### config.mk
export PLATFORM = sky130hd
export DESIGN_NAME = rob
export DESIGN_NICKNAME = d
export VERILOG_FILES = /design/src/rtl/rob_pkg.sv /design/src/rtl/rob_ptr.sv /design/src/rtl/rob.sv
export SDC_FILE = /design/constraint.sdc
export NUM_CORES = 1
export LEC_CHECK = 0
export CAP_MARGIN = 20
export CORE_MARGIN = 1
export CORE_UTILIZATION = 46
export CTS_CLUSTER_DIAMETER = 30
export DETAILED_ROUTE_END_ITERATION = 6
export GPL_ROUTABILITY_DRIVEN = 0
export GPL_TIMING_DRIVEN = 0
export HOLD_SLACK_MARGIN = 0.03
export PLACE_DENSITY = 0.71
export SETUP_SLACK_MARGIN = 0.15
export SLEW_MARGIN = 25
export SYNTH_ARGS = -nofsm -noshare
export SYNTH_HDL_FRONTEND = slang
export SYNTH_SLANG_ARGS = --single-unit
### constraint.sdc
create_clock -name clk -period 4.6 [get_ports clk]
set_input_delay 1.38 -clock clk [delete_from_list [all_inputs] [get_ports clk]]
set_output_delay 1.38 -clock clk [all_outputs]
set_load 0.02 [all_outputs]
### src/rtl/rob_pkg.sv
`default_nettype none
// ============================================================================
// Module      : rob_pkg
// Description : Shared sizing constants and entry type for the reorder buffer.
//               Groups the core sizing parameters (ROB_DEPTH, ROB_IDX_W,
//               CDB_WIDTH, PRF_IDX_W, ARCH_IDX_W) and the uop-side entry type
//               rob_entry_t {valid, done, rd_arch, rd_phy}.
// Revision    : 1.0 - initial release
// ============================================================================
package rob_pkg;

    // Core sizing parameters
    localparam int ROB_DEPTH  = 32;
    localparam int ROB_IDX_W  = $clog2(ROB_DEPTH);
    localparam int CDB_WIDTH  = 2;
    localparam int PRF_IDX_W  = 6;
    localparam int ARCH_IDX_W = 5;

    // Per-entry ROB state
    typedef struct packed {
        logic                  valid;
        logic                  done;
        logic [ARCH_IDX_W-1:0] rd_arch;
        logic [PRF_IDX_W-1:0]  rd_phy;
    } rob_entry_t;

endpackage : rob_pkg
`default_nettype wire

### src/rtl/rob_ptr.sv
`default_nettype none
// ============================================================================
// Module      : rob_ptr
// Description : Circular-buffer pointer with a wrap bit above the index.
//               Ports: clk, rst (async, active-low), inc (advance by one),
//               idx (entry index), wrap (lap parity bit).
// Revision    : 1.0 - initial release
// ============================================================================
module rob_ptr #(
    parameter int IDX_W = 5
) (
    input  logic             clk,
    input  logic             rst,
    input  logic             inc,
    output logic [IDX_W-1:0] idx,
    output logic             wrap
);

    // Natural overflow of the index field carries into the wrap bit.
    logic [IDX_W:0] r_ptr;

    always_ff @(posedge clk or negedge rst) begin
        if (!rst) begin
            r_ptr <= '0;
        end else if (inc) begin
            r_ptr <= r_ptr + 1'b1;
        end
    end

    assign idx  = r_ptr[IDX_W-1:0];
    assign wrap = r_ptr[IDX_W];

endmodule : rob_ptr
`default_nettype wire

### src/rtl/rob.sv
`default_nettype none
// ============================================================================
// Module      : rob
// Description : In-order retirement buffer. Allocates rob_ids at dispatch,
//               marks entries done from CDB broadcasts, retires the oldest
//               completed entry (at most one per cycle).
// Ports       : clk, rst (async, active-low)
//               dispatch_valid/ready, dispatch_rd_arch/rd_phy, dispatch_rob_id
//               cdb_valid[CDB_WIDTH], cdb_rob_id (port k at [5k+4:5k])
//               commit_valid, commit_rob_id, commit_rd_arch, commit_rd_phy
//               occupancy (0..ROB_DEPTH)
// Options     : `define ROB_STALL_STATS_EN adds saturating counters
//               stall_full_cnt and head_wait_cnt (32 bits each).
// Revision    : 1.0 - initial release
// ============================================================================
module rob
    import rob_pkg::*;
(
    input  logic                          clk,
    input  logic                          rst,
    input  logic                          dispatch_valid,
    output logic                          dispatch_ready,
    input  logic [ARCH_IDX_W-1:0]         dispatch_rd_arch,
    input  logic [PRF_IDX_W-1:0]          dispatch_rd_phy,
    output logic [ROB_IDX_W-1:0]          dispatch_rob_id,
    input  logic [CDB_WIDTH-1:0]          cdb_valid,
    input  logic [CDB_WIDTH*ROB_IDX_W-1:0] cdb_rob_id,
    output logic                          commit_valid,
    output logic [ROB_IDX_W-1:0]          commit_rob_id,
    output logic [ARCH_IDX_W-1:0]         commit_rd_arch,
    output logic [PRF_IDX_W-1:0]          commit_rd_phy,
    output logic [ROB_IDX_W:0]            occupancy
`ifdef ROB_STALL_STATS_EN
    ,
    output logic [31:0]                   stall_full_cnt,
    output logic [31:0]                   head_wait_cnt
`endif
);

    rob_entry_t             r_entries [ROB_DEPTH];

    logic [ROB_IDX_W-1:0]   w_head_idx;
    logic                   w_head_wrap;
    logic [ROB_IDX_W-1:0]   w_tail_idx;
    logic                   w_tail_wrap;
    logic                   w_full;
    logic                   w_dispatch_fire;
    logic                   w_commit_fire;
    rob_entry_t             w_head_entry;
    logic [ROB_IDX_W-1:0]   w_cdb_id [CDB_WIDTH];

    // ------------------------------------------------------------------
    // Pointers
    // ------------------------------------------------------------------
    rob_ptr #(.IDX_W(ROB_IDX_W)) u_head_ptr (
        .clk  (clk),
        .rst  (rst),
        .inc  (w_commit_fire),
        .idx  (w_head_idx),
        .wrap (w_head_wrap)
    );

    rob_ptr #(.IDX_W(ROB_IDX_W)) u_tail_ptr (
        .clk  (clk),
        .rst  (rst),
        .inc  (w_dispatch_fire),
        .idx  (w_tail_idx),
        .wrap (w_tail_wrap)
    );

    // Ready depends only on registered pointers: a full ROB that retires
    // this cycle still refuses allocation until the next cycle.
    assign w_full          = (w_head_idx == w_tail_idx) && (w_head_wrap != w_tail_wrap);
    assign dispatch_ready  = !w_full;
    assign dispatch_rob_id = w_tail_idx;
    assign w_dispatch_fire = dispatch_valid && !w_full;
    assign occupancy       = {w_tail_wrap, w_tail_idx} - {w_head_wrap, w_head_idx};

    generate
        for (genvar k = 0; k < CDB_WIDTH; k++) begin : g_cdb_id
            assign w_cdb_id[k] = cdb_rob_id[k*ROB_IDX_W +: ROB_IDX_W];
        end
    endgenerate

    // ------------------------------------------------------------------
    // Commit (head entry, registered-state only)
    // ------------------------------------------------------------------
    assign w_head_entry   = r_entries[w_head_idx];
    assign w_commit_fire  = w_head_entry.valid && w_head_entry.done;
    assign commit_valid   = w_commit_fire;
    assign commit_rob_id  = w_commit_fire ? w_head_idx           : '0;
    assign commit_rd_arch = w_commit_fire ? w_head_entry.rd_arch : '0;
    assign commit_rd_phy  = w_commit_fire ? w_head_entry.rd_phy  : '0;

    // ------------------------------------------------------------------
    // Entry storage. Later assignments take priority: dispatch into the
    // tail overrides any (invalid) CDB hit there, and retirement clears the
    // head even if a CDB port re-marks it done in the same cycle.
    // ------------------------------------------------------------------
    always_ff @(posedge clk or negedge rst) begin
        if (!rst) begin
            for (int i = 0; i < ROB_DEPTH; i++) begin
                r_entries[i] <= '0;
            end
        end else begin
            for (int k = 0; k < CDB_WIDTH; k++) begin
                if (cdb_valid[k] && r_entries[w_cdb_id[k]].valid) begin
                    r_entries[w_cdb_id[k]].done <= 1'b1;
                end
            end
            if (w_dispatch_fire) begin
                r_entries[w_tail_idx] <= '{valid:   1'b1,
                                           done:    1'b0,
                                           rd_arch: dispatch_rd_arch,
                                           rd_phy:  dispatch_rd_phy};
            end
            if (w_commit_fire) begin
                r_entries[w_head_idx].valid <= 1'b0;
                r_entries[w_head_idx].done  <= 1'b0;
            end
        end
    end

    // A broadcast for an unallocated entry indicates an upstream bug.
    generate
        for (genvar k = 0; k < CDB_WIDTH; k++) begin : g_cdb_chk
            a_cdb_hits_live: assert property (@(posedge clk) disable iff (!rst)
                cdb_valid[k] |-> r_entries[w_cdb_id[k]].valid);
        end
    endgenerate

`ifdef ROB_STALL_STATS_EN
    // ------------------------------------------------------------------
    // Saturating stall statistics
    // ------------------------------------------------------------------
    logic [31:0] r_stall_full_cnt;
    logic [31:0] r_head_wait_cnt;

    always_ff @(posedge clk or negedge rst) begin
        if (!rst) begin
            r_stall_full_cnt <= '0;
            r_head_wait_cnt  <= '0;
        end else begin
            if (dispatch_valid && w_full && !(&r_stall_full_cnt)) begin
                r_stall_full_cnt <= r_stall_full_cnt + 32'd1;
            end
            if (w_head_entry.valid && !w_head_entry.done && !(&r_head_wait_cnt)) begin
                r_head_wait_cnt <= r_head_wait_cnt + 32'd1;
            end
        end
    end

    assign stall_full_cnt = r_stall_full_cnt;
    assign head_wait_cnt  = r_head_wait_cnt;
`endif

endmodule : rob
`default_nettype wire

; ---- After elaboration in Yosys (flattened, before gate mapping)
; Index checks and enable logic that the tools add are counted.
[totals]
ff_bits = 428
[classes]
addsub = 3
magnitude_cmp = 8
muxes = 31
reduce_logical = 10
n_bitwise = 4
n_eq_ne = 2
[op_table]
columns = cell, n
row1 = 416-bit bitwise mux, 5
row2 = 416-bit two-way mux, 4
row3 = 13-bit demux with 5-bit select, 5
row4 = 13-bit binary-select mux with 5-bit select, 3
row5 = 13-bit two-way mux, 8
row6 = 12-bit two-way mux, 3
row7 = 6-bit greater-or-equal comparator (second input constant), 4
row8 = 6-bit by 1-bit < comparator with 1-bit output (second input constant), 4
row9 = 5-bit NOT with 6-bit output, 4
row10 = 6-bit by 1-bit adder with 6-bit output (second input constant), 2
row11 = 5-bit two-way mux, 2
row12 = 1-bit logical AND, 9
row13 = 6-bit two-way mux, 1
row14 = 6-bit subtractor, 1
row15 = 5-bit equality test, 1
row16 = 1-bit zero test, 1
row17 = 1-bit inequality test, 1

; ---- Depth between registers and ports, before layout
; Gate-level depths: netlist of run 1.
[depth]
depth_word = 14
ltp_mapped = 12
mapped_depth_nobuf = 8

; ---- Cells and area by module
; From an unflattened synthesis of run 1, not the netlist that was laid out.
[hier_totals]
cells_unflattened = 1521
area_unflattened_um2 = 20856.3
[modules_own_cells]
columns = mod, seq_area_each_um2, area_each_um2, cells_per_inst, instances
row1 = rob, 10410.0, 20355.8, 1485, 1
row2 = rob_ptr, 150.1, 250.2, 18, 2

; ---- Worst setup path before layout of run 1
; Ideal clock, no wire load.
[synth_timing]
path_kind = register -> output
from = reg u_head_ptr.r_ptr[1]
to = out commit_rd_arch[3]
stages_incl_launch_ff = 10
setup_slack_ps = 841
arrival_time_ps = 2379
n_path_buf = 5
path_cell_list = dfrtp_1 > buf_4 > buf_6 > buf_6 > buf_6 > buf_6 > mux4_2 > o22ai_1 > or4_1 > nor3_1
[synth_between]
elab_chain_len = 6
[synth_rtl]
columns = item, line_no
row1 = "start, declared", rob_ptr.sv:20  ; logic [IDX_W:0] r_ptr;
row2 = "start signal, assigned", rob_ptr.sv:26  ; r_ptr <= r_ptr + 1'b1;
row3 = 5-bit NOT with 6-bit output (implied by the code) (*), rob.sv:88  ; assign w_head_entry = r_entries[w_head_idx];
row4 = 13-bit binary-select mux with 5-bit select (*), rob.sv:88
row5 = 13-bit two-way mux (implied by the code) (*) (2 in a row), rob.sv:88
row6 = 1-bit logical AND, rob.sv:89  ; assign w_commit_fire = w_head_entry.valid && w_head_entry.done;
row7 = 5-bit two-way mux (*), rob.sv:92  ; assign commit_rd_arch = w_commit_fire ? w_head_entry.rd_arch : '0;
row8 = "end, declared", rob.sv:30  ; output logic [ARCH_IDX_W-1:0] commit_rd_arch,
; Every way passes the cells marked *; elsewhere a longest branch is shown, timed or not. The select of a mux whose other input is x is not followed.

; ---- Worst setup path in the final report of run 1
[layout_timing]
from = reg u_head_ptr.r_ptr[0]
to = out commit_rd_arch[2]
; Same word-level chain as after synthesis.

==> metrics.md, run 1 <==
| Metric | Value |
|---|---|
| Vias per std cell | `around 6.6` |
| Syn Inst Count | `between 1500 and 2000` |
| Die area | `0.04701 mm2` |
| Finished Cell Area | `0.02714 mm2` |
| Ports | `55` |
| Syn_nets | `around 1600` |
| CP max stage cell | `or4_4` |
| Average cell area after synthesis | `13.84 um2` |
| Synth top area share | `50.45%` |
| Synth Cell Area | `0.02123 mm2` |
| Post-synthesis xor/xnor area fraction | `0.5776%` |
| CP endpoint kind | `output port` |
| Max incr delay on CP | `0.59 ns` |
| Cell Area, Placed | `0.02264 mm2` |
| Row cnt | `78` |
| Clock Tree Buf Depth | `3` |
| Fin nets | `1777` |
| Layout fillers | `3424` |
| First-pass GRT wire length | `110.0 mm` |
| Share of cells above drive strength 1 | `47.45%` |
| Main synth FF type | `dfrtp_1` |
| Crit path required time | `about 3.2 ns` |
| Main combinational cell family by area after synthesis | `multiplexers` |
| Max-cap violations | `0` |
| Crit-path max FO | `6` |
| Non-filler cells, final | `2407` |
| Yosys warning count | `0` |
| Placed cell count | `2191` |
| Total power | `22640 uW` |
| VDD IR max | `0.6419 mV` |
| Clk pin slew, worst setup/hold paths | `0.04 ns` |
| Initial antenna violation count | `0` |
| CP delay by family, top | `buffers and inverters` |
| Starting Density | `46.68%` |
| Hold violation total from the final report | `0` |
| Most common cell on crit path | `buf_16` |
| Post-synthesis adder-cell area fraction | `0.8605%` |
| Fin. max-slew vios | `0` |
| Clock Sinks | `428` |
| WS Path Type | `flop to output port` |
| Synth area leaders | `dfrtp_1 50%, mux2_2 19%, mux4_2 11%, nor2_1 1.7%, mux2i_1 1.5%` |
| Status | `finished clean` |
| Synth Area in Simple Gates | `5.799%` |
| Synth area leader | `dfrtp_1` |
| Fmax | `223.4 MHz` |
| Post-layout util | `59.67%` |
| R2R depth | `11` |
| Synth cell types | `59` |
| Post-DR wirelength/cell | `31.41 um` |
| Worst path depth | `10` |
| Final setup fails | `0` |
| Number of global-route vias before repair | `16380` |
| Async SR Flop Fraction | `100.0%` |
| Mux contribution to synthesized area | `31.23%` |
| Area taken by multi-input logic gates | `0.009926 mm2` |
| Drt drc | `0` |
| Hold Path Class | `flop to flop` |
| FF+latch count, synth | `428` |
| Die width | `216.8 um` |
| Clock Tree Root | `clkbuf_16` |
| Clk Latency, worst-skew pair | `0.63 ns` |
| # hold bufs at CTS | `0` |
| Worst slew margin | `approximately 45%` |
| EDFF count, synth | `0` |
| Tmin final | `4.477 ns` |
| Unrepaired setup endpoints after global routing | `true` |
| Initial drt markers | `2062` |
| DR vias | `between 15000 and 20000` |
| Core area | `roughly 0.045 mm2` |
| H-tree levels | `3` |
| Pin count of the biggest net entering global routing | `98` |
| Most common cell in the netlist | `dfrtp_1` |
| GRT overflow | `0` |
| DP HPWL | `45.28 mm` |
| Worst-Margin Slew | `a little over 0.8 ns` |
| TritonCTS Buffers | `89` |
| Most frequent cells after synthesis | `428 x dfrtp_1, 358 x mux2_2, 100 x mux4_2` |
| Layout area overhead | `27.83%` |
| Global-route usage over all layers | `roughly 32%` |
| Complex-gate fraction of the synthesized area | `6.831%` |
| Sequential fraction of the synthesis area | `50.45%` |
| Startpoint type of the worst setup path | `flop` |
| CTS tree | `built` |
| Leak | `0.01189 uW` |
| Antenna Nets Post-Route | `0` |
| FF+latch area | `0.01071 mm2` |
| Total Wirelength | `75.60 mm` |
| Cell Chain, Critical Path | `buf_8 -> buf_12 -> buf_16 -> buf_16 -> clkbuf_16 -> mux4_2 -> o22ai_1 -> or4_4 -> nor3_4 -> buf_4` |
| Power density cells | `roughly 830 mW/mm2` |
| Fin Clk Skew | `0.02998 ns` |
| Crit path buf inv count | `6` |
| Cells on Worst Hold Path | `1` |
| Period utilization | `roughly 100%` |
| Port Buffers | `52` |
| Die Ht | `about 220 um` |
| CP arrival | `3.10 ns` |
| TritonRoute pass-1 iters | `6` |
## stage by stage
stage               setup slack [ns]  setup TNS (ns)  hold slack, ns
floorplan                     0.8408               0          0.4604
global placement              -16.37        -6979.92          0.4757
detailed placement           -0.3296          -3.744          0.4793
CTS                          0.08427               0          0.4909
global route                 0.09517               0          0.5106
finish                        0.1231               0          0.5007
## power by group
part           leakage [uW]  switching (uW)  internal [uW]  total (uW)
registers           0.00552             933           5290        6220
logic               0.00481            4670           4870        9540
clock network       0.00156            2270           4610        6870
total                0.0119            7870          14800       22600
## area by class of cell
| type | count | share of cell area, % |
|---|---|---|
| Antenna cell | 1 | 0.009221 |
| Buffer | 141 | 4.205 |
| Clock buffer | 110 | 9.051 |
| Clock inverter | 50 | 2.845 |
| Inverter | 14 | 0.2075 |
| Multi-Input combinational cell | 951 | 36.58 |
| Sequential cell | 428 | 39.48 |
| Tap cell | 600 | 2.766 |
| Timing Repair Buffer | 112 | 4.864 |
## layer usage
metal	wire length [um]	share of wire [%]	global-route usage [%]
met1	27960	37	40.29
met4	5580	7.4	19.44
met2	34140	45	49.47
met3	7912	10	10.45
met5	0	0	0
## worst register-to-register path: stages, from the launching register on
cell and delay [ns]:
dfrtp_2 0.38, buf_12 0.13, buf_12 0.14, clkinvlp_4 0.21, ha_1 0.35, and4_1 0.18
a31oi_2 0.42, nand2_1 0.22, buf_2 0.26, nor2_1 0.66, buf_2 0.61, mux2_2 0.41
## timing repair
action                                  4_1_cts  5_1_grt
buffers inserted                             28       20
cloned                                        3        4
gates resized for setup                     207       39
endpoints found under the setup margin       20       19
pin swaps                                    12       11
## kinds of logic after synthesis
logic type	count (synthesis)
mux	491
buf+inv	155
compound gates	212
flops	428
fa+ha+maj	14
simple gates	220
xor+xnor	14
## worst paths after layout
check | startpoint | endpoint | slack, ns
min reg2reg | flop | flop | 0.50
max reg2reg | u_head_ptr.r_ptr[1] | flop | 0.53
max | u_head_ptr.r_ptr[0] | commit_rd_arch[2] | 0.12
max in group asynchronous | rst | async pin | 2.53
min | flop | flop | 0.50
min in group asynchronous | rst | r_entries[245] | 0.62
## cell usage in the layout (no fill, tap or decap), types with 33 or more instances in the layout
| master | count |
|---|---|
| dfrtp_1 | 426 |
| mux2_2 | 358 |
| mux4_2 | 100 |
| nor2_1 | 94 |
| clkbuf_16 | 93 |
| clkbuf_1 | 55 |
| a21oi_1 | 54 |
| buf_4 | 47 |
| o22ai_1 | 46 |
| buf_2 | 43 |
| clkdlybuf4s50_1 | 33 |
(Power assumes the default switching activity.)
==> inputs of run 2 (changes only) <==
CAP_MARGIN = 10   (was 20)
==> results of run 2 <==
Final layout, timing and power as in run 1 (identical DEF).
